===== src/rtl/led_display_arbiter_if.sv =====
`default_nettype none
// +--------------------------------------------------------------------------+
// | led_display_arbiter_if                                                   |
// | Requester-side bus of the shared 7-segment display arbiter.              |
// | Revision: 1.0                                                            |
// +--------------------------------------------------------------------------+
interface led_display_arbiter_if #(
   parameter int NUM = 4,
   parameter int REQ = 3
);
   localparam int c_DIG_W = (NUM > 1) ? $clog2(NUM) : 1;
   localparam int c_OW    = (REQ > 1) ? $clog2(REQ) : 1;

   logic [REQ-1:0]         req;
   logic [REQ-1:0]         wr_valid;
   logic [REQ*c_DIG_W-1:0] wr_digit;
   logic [REQ*8-1:0]       wr_data;
   logic [REQ-1:0]         wr_ready;
   logic [REQ-1:0]         grant;
   logic [c_OW-1:0]        owner_id;
   logic                   busy;
   logic [NUM*8-1:0]       led_out;

   modport master (
      output req, wr_valid, wr_digit, wr_data,
      input  wr_ready, grant, owner_id, busy, led_out
   );

   modport slave (
      input  req, wr_valid, wr_digit, wr_data,
      output wr_ready, grant, owner_id, busy, led_out
   );
endinterface
`default_nettype wire


===== src/rtl/led_display_arbiter.sv =====
`default_nettype none
// +--------------------------------------------------------------------------+
// | led_display_arbiter                                                      |
// | Round-robin owner arbitration of one NUM-digit 7-seg display with dwell  |
// | preemption and blank handover gap. Optional macro                        |
// | LED_DISPLAY_ARB_SHADOW_EN keeps one digit buffer per requester.          |
// | Revision: 1.0                                                            |
// +--------------------------------------------------------------------------+
module led_display_arbiter #(
   parameter int NUM          = 4,
   parameter int REQ          = 3,
   parameter int MAX_HOLD     = 0,
   parameter int BLANK_CYCLES = 1
) (
   input logic                  clk,
   input logic                  rstn,
   led_display_arbiter_if.slave bus
);
   localparam int c_DIG_W  = (NUM > 1) ? $clog2(NUM) : 1;
   localparam int c_OW     = (REQ > 1) ? $clog2(REQ) : 1;
   localparam int c_HOLD_W = (MAX_HOLD > 0) ? $clog2(MAX_HOLD + 1) : 1;
   localparam int c_BLK_W  = (BLANK_CYCLES > 1) ? $clog2(BLANK_CYCLES) : 1;

   typedef enum logic [1:0] {
      S_IDLE   = 2'd0,
      S_OWNED  = 2'd1,
      S_SWITCH = 2'd2
   } state_t;

   state_t               r_state;
   state_t               w_state_nxt;
   logic [c_OW-1:0]      r_owner;
   logic [c_OW-1:0]      r_ptr;
   logic [c_HOLD_W-1:0]  r_hold;
   logic [c_BLK_W-1:0]   r_blank;

   logic [REQ-1:0]       w_onehot;
   logic [c_OW-1:0]      w_pick;
   logic                 w_release;
   logic                 w_handover;
   logic                 w_wr_en;
   logic [c_DIG_W-1:0]   w_dig_arr  [REQ];
   logic [7:0]           w_data_arr [REQ];
   logic [c_DIG_W-1:0]   w_own_dig;
   logic [7:0]           w_own_data;
   logic [7:0]           w_view [NUM];

   // First requester at or after ptr, wrapping REQ-1 -> 0.
   function automatic logic [c_OW-1:0] rr_pick(input logic [REQ-1:0] r,
                                               input logic [c_OW-1:0] ptr);
      logic [c_OW-1:0] pick;
      logic [c_OW-1:0] idx;
      logic            found;
      int              s;
      pick  = '0;
      found = 1'b0;
      for (int i = 0; i < REQ; i++) begin
         s = int'(ptr) + i;
         if (s >= REQ) s = s - REQ;
         idx = c_OW'(s);
         if (!found && r[idx]) begin
            found = 1'b1;
            pick  = idx;
         end
      end
      return pick;
   endfunction

   always_comb begin
      for (int i = 0; i < REQ; i++) begin
         w_dig_arr[i]  = bus.wr_digit[i*c_DIG_W +: c_DIG_W];
         w_data_arr[i] = bus.wr_data[i*8 +: 8];
      end
   end

   assign w_own_dig  = w_dig_arr[r_owner];
   assign w_own_data = w_data_arr[r_owner];
   assign w_onehot   = {{(REQ-1){1'b0}}, 1'b1} << r_owner;
   assign w_pick     = rr_pick(bus.req, r_ptr);
   assign w_release  = !bus.req[r_owner] ||
                       ((MAX_HOLD != 0) && (r_hold == c_HOLD_W'(MAX_HOLD)) &&
                        (|(bus.req & ~w_onehot)));
   assign w_handover = (r_state == S_OWNED) && w_release;
   // Out-of-range digit indices are handshaken but never stored.
   assign w_wr_en    = (r_state == S_OWNED) && bus.wr_valid[r_owner] &&
                       (int'(w_own_dig) < NUM);

   always_ff @(posedge clk or negedge rstn) begin
      if (!rstn) r_state <= S_IDLE;
      else       r_state <= w_state_nxt;
   end

   always_comb begin
      w_state_nxt  = r_state;
      bus.grant    = '0;
      bus.wr_ready = '0;
      bus.busy     = 1'b0;
      bus.owner_id = r_owner;
      case (r_state)
         S_IDLE: begin
            if (|bus.req) w_state_nxt = S_OWNED;
         end
         S_OWNED: begin
            bus.grant    = w_onehot;
            bus.wr_ready = w_onehot;
            bus.busy     = 1'b1;
            if (w_release) w_state_nxt = S_SWITCH;
         end
         S_SWITCH: begin
            if (r_blank == c_BLK_W'(BLANK_CYCLES - 1)) w_state_nxt = S_IDLE;
         end
         default: w_state_nxt = S_IDLE;
      endcase
   end

   always_ff @(posedge clk or negedge rstn) begin
      if (!rstn) begin
         r_owner <= '0;
         r_ptr   <= '0;
         r_hold  <= '0;
         r_blank <= '0;
      end else begin
         case (r_state)
            S_IDLE: begin
               if (|bus.req) begin
                  r_owner <= w_pick;
                  r_hold  <= '0;
               end
            end
            S_OWNED: begin
               if (r_hold != c_HOLD_W'(MAX_HOLD)) r_hold <= r_hold + 1'b1;
               if (w_release) begin
                  r_ptr   <= (r_owner == c_OW'(REQ - 1)) ? '0 : r_owner + 1'b1;
                  r_blank <= '0;
               end
            end
            S_SWITCH: r_blank <= r_blank + 1'b1;
            default: ;
         endcase
      end
   end

`ifdef LED_DISPLAY_ARB_SHADOW_EN
   logic [7:0] r_shadow [REQ][NUM];

   always_ff @(posedge clk or negedge rstn) begin
      if (!rstn) begin
         for (int i = 0; i < REQ; i++)
            for (int d = 0; d < NUM; d++)
               r_shadow[i][d] <= '0;
      end else if (w_wr_en) begin
         r_shadow[r_owner][w_own_dig] <= w_own_data;
      end
   end

   always_comb begin
      for (int d = 0; d < NUM; d++) w_view[d] = r_shadow[r_owner][d];
   end
`else
   logic [7:0] r_buf [NUM];

   // Clearing on handover overrides a write accepted in the exit cycle.
   always_ff @(posedge clk or negedge rstn) begin
      if (!rstn) begin
         for (int d = 0; d < NUM; d++) r_buf[d] <= '0;
      end else begin
         if (w_wr_en) r_buf[w_own_dig] <= w_own_data;
         if (w_handover)
            for (int d = 0; d < NUM; d++) r_buf[d] <= '0;
      end
   end

   always_comb begin
      for (int d = 0; d < NUM; d++) w_view[d] = r_buf[d];
   end
`endif

   always_comb begin
      bus.led_out = '0;
      if (r_state == S_OWNED)
         for (int d = 0; d < NUM; d++) bus.led_out[d*8 +: 8] = w_view[d];
   end
endmodule
`default_nettype wire

===== src/flat_wrapper.sv =====
// flat-port wrapper written by rule: the top's interface ports become plain ports
module led_display_arbiter_flat 
#(
   parameter int NUM          = 4,
   parameter int REQ          = 3,
   parameter int MAX_HOLD     = 0,
   parameter int BLANK_CYCLES = 1
)
  (clk, rstn, bus_req, bus_wr_valid, bus_wr_digit, bus_wr_data, bus_wr_ready, bus_grant, bus_owner_id, bus_busy, bus_led_out);
  led_display_arbiter_if #(.NUM(NUM), .REQ(REQ)) bus_i ();
  input logic clk;
  input logic rstn;
  input wire logic [$bits(bus_i.req)-1:0] bus_req;
  input wire logic [$bits(bus_i.wr_valid)-1:0] bus_wr_valid;
  input wire logic [$bits(bus_i.wr_digit)-1:0] bus_wr_digit;
  input wire logic [$bits(bus_i.wr_data)-1:0] bus_wr_data;
  output wire logic [$bits(bus_i.wr_ready)-1:0] bus_wr_ready;
  output wire logic [$bits(bus_i.grant)-1:0] bus_grant;
  output wire logic [$bits(bus_i.owner_id)-1:0] bus_owner_id;
  output wire logic [$bits(bus_i.busy)-1:0] bus_busy;
  output wire logic [$bits(bus_i.led_out)-1:0] bus_led_out;
  assign bus_i.req = bus_req;
  assign bus_i.wr_valid = bus_wr_valid;
  assign bus_i.wr_digit = bus_wr_digit;
  assign bus_i.wr_data = bus_wr_data;
  assign bus_wr_ready = bus_i.wr_ready;
  assign bus_grant = bus_i.grant;
  assign bus_owner_id = bus_i.owner_id;
  assign bus_busy = bus_i.busy;
  assign bus_led_out = bus_i.led_out;
  led_display_arbiter #(.NUM(NUM), .REQ(REQ), .MAX_HOLD(MAX_HOLD), .BLANK_CYCLES(BLANK_CYCLES)) u_core (.clk(clk), .rstn(rstn), .bus(bus_i));
endmodule

===== config.mk =====
export PLATFORM = sky130hd
export DESIGN_NAME = led_display_arbiter_flat
export DESIGN_NICKNAME = d
export VERILOG_FILES = /design/src/rtl/led_display_arbiter_if.sv /design/src/rtl/led_display_arbiter.sv /design/src/flat_wrapper.sv
export SDC_FILE = /design/constraint.sdc
export NUM_CORES = 1
export LEC_CHECK = 0
export ABC_AREA = 1
export CAP_MARGIN = 40
export CORE_MARGIN = 3
export CORE_UTILIZATION = 45
export CTS_CLUSTER_DIAMETER = 60
export DETAILED_ROUTE_END_ITERATION = 12
export HOLD_SLACK_MARGIN = 0.06
export PLACE_DENSITY_LB_ADDON = 0.12
export SYNTH_ARGS = -nofsm -noshare
export SYNTH_HDL_FRONTEND = slang
export SYNTH_SLANG_ARGS = --single-unit

===== constraint.sdc =====
create_clock -name clk -period 2 [get_ports clk]
set_input_delay 0.2 -clock clk [delete_from_list [all_inputs] [get_ports clk]]
set_output_delay 0.2 -clock clk [all_outputs]
set_load 0.05 [all_outputs]

=== Word-level counts from Yosys, hierarchy flattened ===
Index checks and enable logic that the tools add are counted.

* Shift-type cells: 1
* Mux-type cells: 39
* Bitwise logic cells: 3
* Add/subtract/negate cells: 7
* Equal/unequal tests: 6
* Reduce and logical (&&, ||, !) cells: 16
* Order comparisons: 10

{| class="wikitable"
|+ Operators by type and width
! operator !! count
|-
| $mux 32 || 3
|-
| $bwmux 32 || 1
|-
| $mux 2 || 12
|-
| $mux 8 || 3
|-
| $bmux 8 s2 || 1
|-
| $demux 8 s2 || 1
|-
| $lt 2x3->1 const B || 4
|-
| $bmux 1 s2 || 5
|-
| $mux 1 || 9
|-
| $ge 3x2->1 const B || 2
|-
| $ge 3x3->1 const B || 2
|-
| $not 2->3 || 2
|-
| $pmux 2 s3 || 1
|-
| $reduce_and 2->1 || 3
|-
| $logic_and 1x1->1 || 5
|-
| $bmux 2 s2 || 1
|-
| $eq 2x2->1 const B || 2
|-
| $ne 2x2->1 const B || 2
|-
| $reduce_bool 2->1 || 2
|-
| $sub 2x1->2 const B || 2
|-
| $add 2x1->3 const B || 1
|-
| $add 2x2->3 const B || 1
|-
| $logic_not 1->1 || 3
|-
| $lt 3x1->1 const B || 1
|-
| 13 further kinds || 13
|}

* Output and inout bits: 41
* Bits of input ports: 38
* Register bits after elaboration: 39
* Word-level logic and storage cells: 90

=== Depth between registers and ports, before layout ===
* Depth in word-level cells: 12
* Depth in mapped cells: 11
* Gate-level depth less buffers: 10

=== Worst setup path after synthesis ===
Ideal clock, no wire load.

* Kind: flip-flop to flip-flop
* Start: register u_core.r_state[1]
* End: register u_core.r_buf[5] (netlist name)
* Required time: 1.935 ns
* Path slack: -0.750 ns
* Buffers on the path: 1
* Period minus slack after synthesis: 2.750 ns
* Data arrival time: 2.685 ns
* Cell stages (with the launch flop): 12
* Path through: dfrtp_1 inv_1 ha_1 buf_2 inv_1 nor2_1 nand2_1 nand3_2 nand3_2 inv_1 nand2_1 nand2_1

* Cells in the longest elaborated chain, start to end: 3
* Elaborated cells on any way between the ends: 5
* Classes of those cells: eq/ne (1); mux (1); reduce/logical (3)

{| class="wikitable"
|+ RTL lines
! what !! RTL line !! source
|-
| start, declared || led_display_arbiter.sv:30 || <nowiki>state_t r_state;</nowiki>
|-
| start signal, assigned || led_display_arbiter.sv:90 || <nowiki>else r_state <= w_state_nxt;</nowiki>
|-
| $eq 2x1->1 (*) || led_display_arbiter.sv:83, led_display_arbiter.sv:85 ||
|-
| $logic_and 1x1->1, on equally long branches || led_display_arbiter.sv:83, led_display_arbiter.sv:85 ||
|-
| $mux 32 / $reduce_bool 2->1 (equally long branches) || n/a ||
|-
| end signal, assigned by index || led_display_arbiter.sv:167 || <nowiki>if (w_wr_en) r_buf[w_own_dig] <= w_own_data;</nowiki>
|-
| end, declared || led_display_arbiter.sv:160 || <nowiki>logic [7:0] r_buf [NUM];</nowiki>
|}

Mark *: on every way between the ends. The rest lies on a longest branch, timed or not.
A chain may end at the register's enable or synchronous reset.

=== Worst setup path in the final report ===
* Start: register u_core.r_state[1]
* End: output bus_wr_ready[0]

* Cells in the longest elaborated chain, start to end: 2

{| class="wikitable"
|+ RTL lines
! what !! RTL line !! source
|-
| $eq 2x1->1 || led_display_arbiter.sv:99 || <nowiki>case (r_state)</nowiki>
|-
| $mux 3 || led_display_arbiter.sv:99 ||
|-
| end, declared || flat_wrapper.sv:17 || <nowiki>output wire logic [$bits(bus_i.wr_ready)-1:0] bus_wr_ready;</nowiki>
|}

No other way between the ends.

==> impl_results.md <==
* P&R area growth vs syn at 60.2%
* Max Slew Vio Count at 0
* Ports at around 80
* Commonest non-fill, non-tap cell in the layout: nand2_1
* Share of post-route cells with drive strength above 1 at around a fifth
* Global route total overflow at 0
* All-layer global routing usage at 24.1%
* Final WL at roughly 7000 µm
* Nets at 501
* Seq/Total Area, Yosys at 39.5%
* Post-Place Cells at 517
* Port buffer count at 78
* Ant. Diodes at 0
* Slew headroom at ~60%
* Worst-path cell chain: inv_1 -> ha_4 -> clkinvlp_4 -> buf_12 -> nor2_2 -> buf_12
* Cts bufs inserted at 5
* Worst slack, placed at -0.0121 ns
* Period utilisation layout at just under 100%
* Max Cap Viol at 0
* Hold crit path type: in2async
* Initial Utilization at 47.5%
* DRC Markers at 0
* Synthesized cell area at 2470 µm²
* DR vias at between 2000 and 3000
* Antenna violations before repair at 0
* Clk slew on worst S/H paths at approximately 0.080 ns
* Crit-path most repeated cell: buf_12
* Die ar. at 6410 µm²
* Iter 0 DRT Violations at between 150 and 200
* Worst R2R Path Depth at 10
* Crit path arrival time at 1.74 ns
* Row cnt at 26
* CTS Sinks at 39
* Crit-path leading delay family: buffers and inverters
* Number of global-route vias before repair at 2585
* Number of H-tree levels at 2
* Commonest non-fill, non-tap cells in the layout: nand2_1 (143), nand3_1 (56), inv_1 (54)
* Clock network latency to the later pin of the worst-skew pair at 0.29 ns
* First drt pass iteration count at 4
* Vias per cell at 5.00
* P per Cell Area at 1440 nW/µm²
* Crit path max fanout at 5
* Layout Cells excl Fill at 528
* CP max-delay cell: dfrtp_1
* Core Footprint at 5200 µm²
* Worst Setup SP: u_core.r_state[1]
* Levels on crit path at 6
* Cell taking the most area after synthesis: dfrtp_1
* CP Class: reg2out
* Design Area, Final at 3960 µm²
* Root buffer cell: clkbuf_8
* Area share of the largest cell type after synthesis at 39.5%
* First-pass GRT wire length at 11900 µm
* IR drop worst, VDD at slightly above 0.9 mV
* Syn_nets at 418
* Synth Register Bits at 39
* Yosys warning count at 0
* CTS tree: done
* Syn Area/Cell at between 6 and 7 µm²
* CP required at 1.80 ns
* Die span in y at around 80 µm
* Die X at between 80 and 90 µm
* Max Root-Sink Buffers at 2
* Mapped Cells at around 370
* Drt wl/cell at 13.2 µm
* Hpwl dp at between 5000 and 6000 µm
* Final min period at 1.94 ns
* Area contributors post-synth: dfrtp_1 (40%), nand2_1 (22%), nand3_1 (11%)
* GPL Wtd Cong at approximately 0.87
* Synth unique cells at 18
* Final hold violation count at 0
* Remaining antenna violation count at 0
* Final setup violation count at 0
* Largest stage delay on the critical path at 0.41 ns
* CP endpoint kind: output pin
* Tot Pwr at 5.70 mW
* P_leak at between 2 and 2.5 nW
* Worst Tran Pin Value at 0.590 ns
* Final setup margin at 0.0550 ns
* Post-placement cell area at 3770 µm²
* Final setup TNS at 0 ns
* Worst Path Buf+Inv at 4
* Critical Path Start Type: flip-flop
* Reg-to-reg critical path startpoint: u_core.r_state[1]
* Status: complete, no violations
* Highest Clock Rate at a little over 0.5 GHz
* Layout Skew at ~0.0047 ns
* Largest net degree at the start of global routing at 33
[path summary, 6_finish.rpt]
check,endpoint,slack (ns)
setup / recovery,bus_wr_ready[0],0.06
hold / removal,u_core.bus.owner_id[0],0.45
setup reg to reg,u_core.r_buf[3],0.13
hold reg to reg,u_core.r_buf[15],0.50
max in group asynchronous,u_core.r_buf[6],1.06
min in group clk,u_core.r_buf[15],0.50
[timing repair]
action,CTS,global route
resized for setup,1,11
hold endpoints to repair,22,0
endpoints found under the setup margin,7,55
buffers inserted,0,2
hold buffers,1,0
[metrics by stage]
step	util, %	hold WS, ns
after floorplan	-	-0.0956
after global placement	72.4	0.234
after detailed placement	72.4	0.236
after CTS	74.8	0.452
after global routing	76.0	0.480
final	76.0	0.448
[synth_stat cells]
master	n
ha_1	6
nor2_1	20
nand2_2	3
nor2_2	3
o211ai_4	1
o21ai_0	25
nand3_2	3
buf_4	3
inv_1	55
dfrtp_1	39
nand2_1	143
nand3_1	56
clkinv_2	1
buf_2	5
inv_2	4
clkbuf_1	4
nand4_1	2
nor2_4	1
[registers in the layout, indices dropped and copies added (netlist names)]
register,cells
u_core.r_blank,1
u_core.r_ptr,2
u_core.r_buf,32
u_core.r_state,2
u_core.bus.owner_id,2
[cells by family after synthesis]
logic type                 after synthesis  share of synthesized area [%]
AOI/OAI and AO/OA                       26                           5.93
adders and majority gates                6                           3.04
buffers and inverters                   72                           11.7
DFF                                     39                           39.5
and+or+nand+nor                        231                           39.8
[per-layer routing]
layer,share of wire (%),routed length [µm],global-route usage (%),up-vias
met4,1.9,135,8.28,0
met5,0,0,0,-
met1,42,2900,31.3,1217
met3,7.6,532,4.60,10
li1,-,-,-,1313
met2,49,3420,40.0,102
[where the power goes]
part	switching (mW)	total [mW]	internal, mW	leakage, nW
combinational	2.33	3.72	1.39	1.59
clock	0.296	0.668	0.372	0.0581
sequential	0.216	1.31	1.10	0.523
[area by class of cell]
class,count,area (µm²)
multi-input combinational,263,1270
clock buffer,5,68.8
timing repair buffer,88,1280
sequential,39,978
clock inverter,3,43.8
inverter,60,230
tap,70,87.6
fill,387,1250
(Power assumes the default switching activity.)
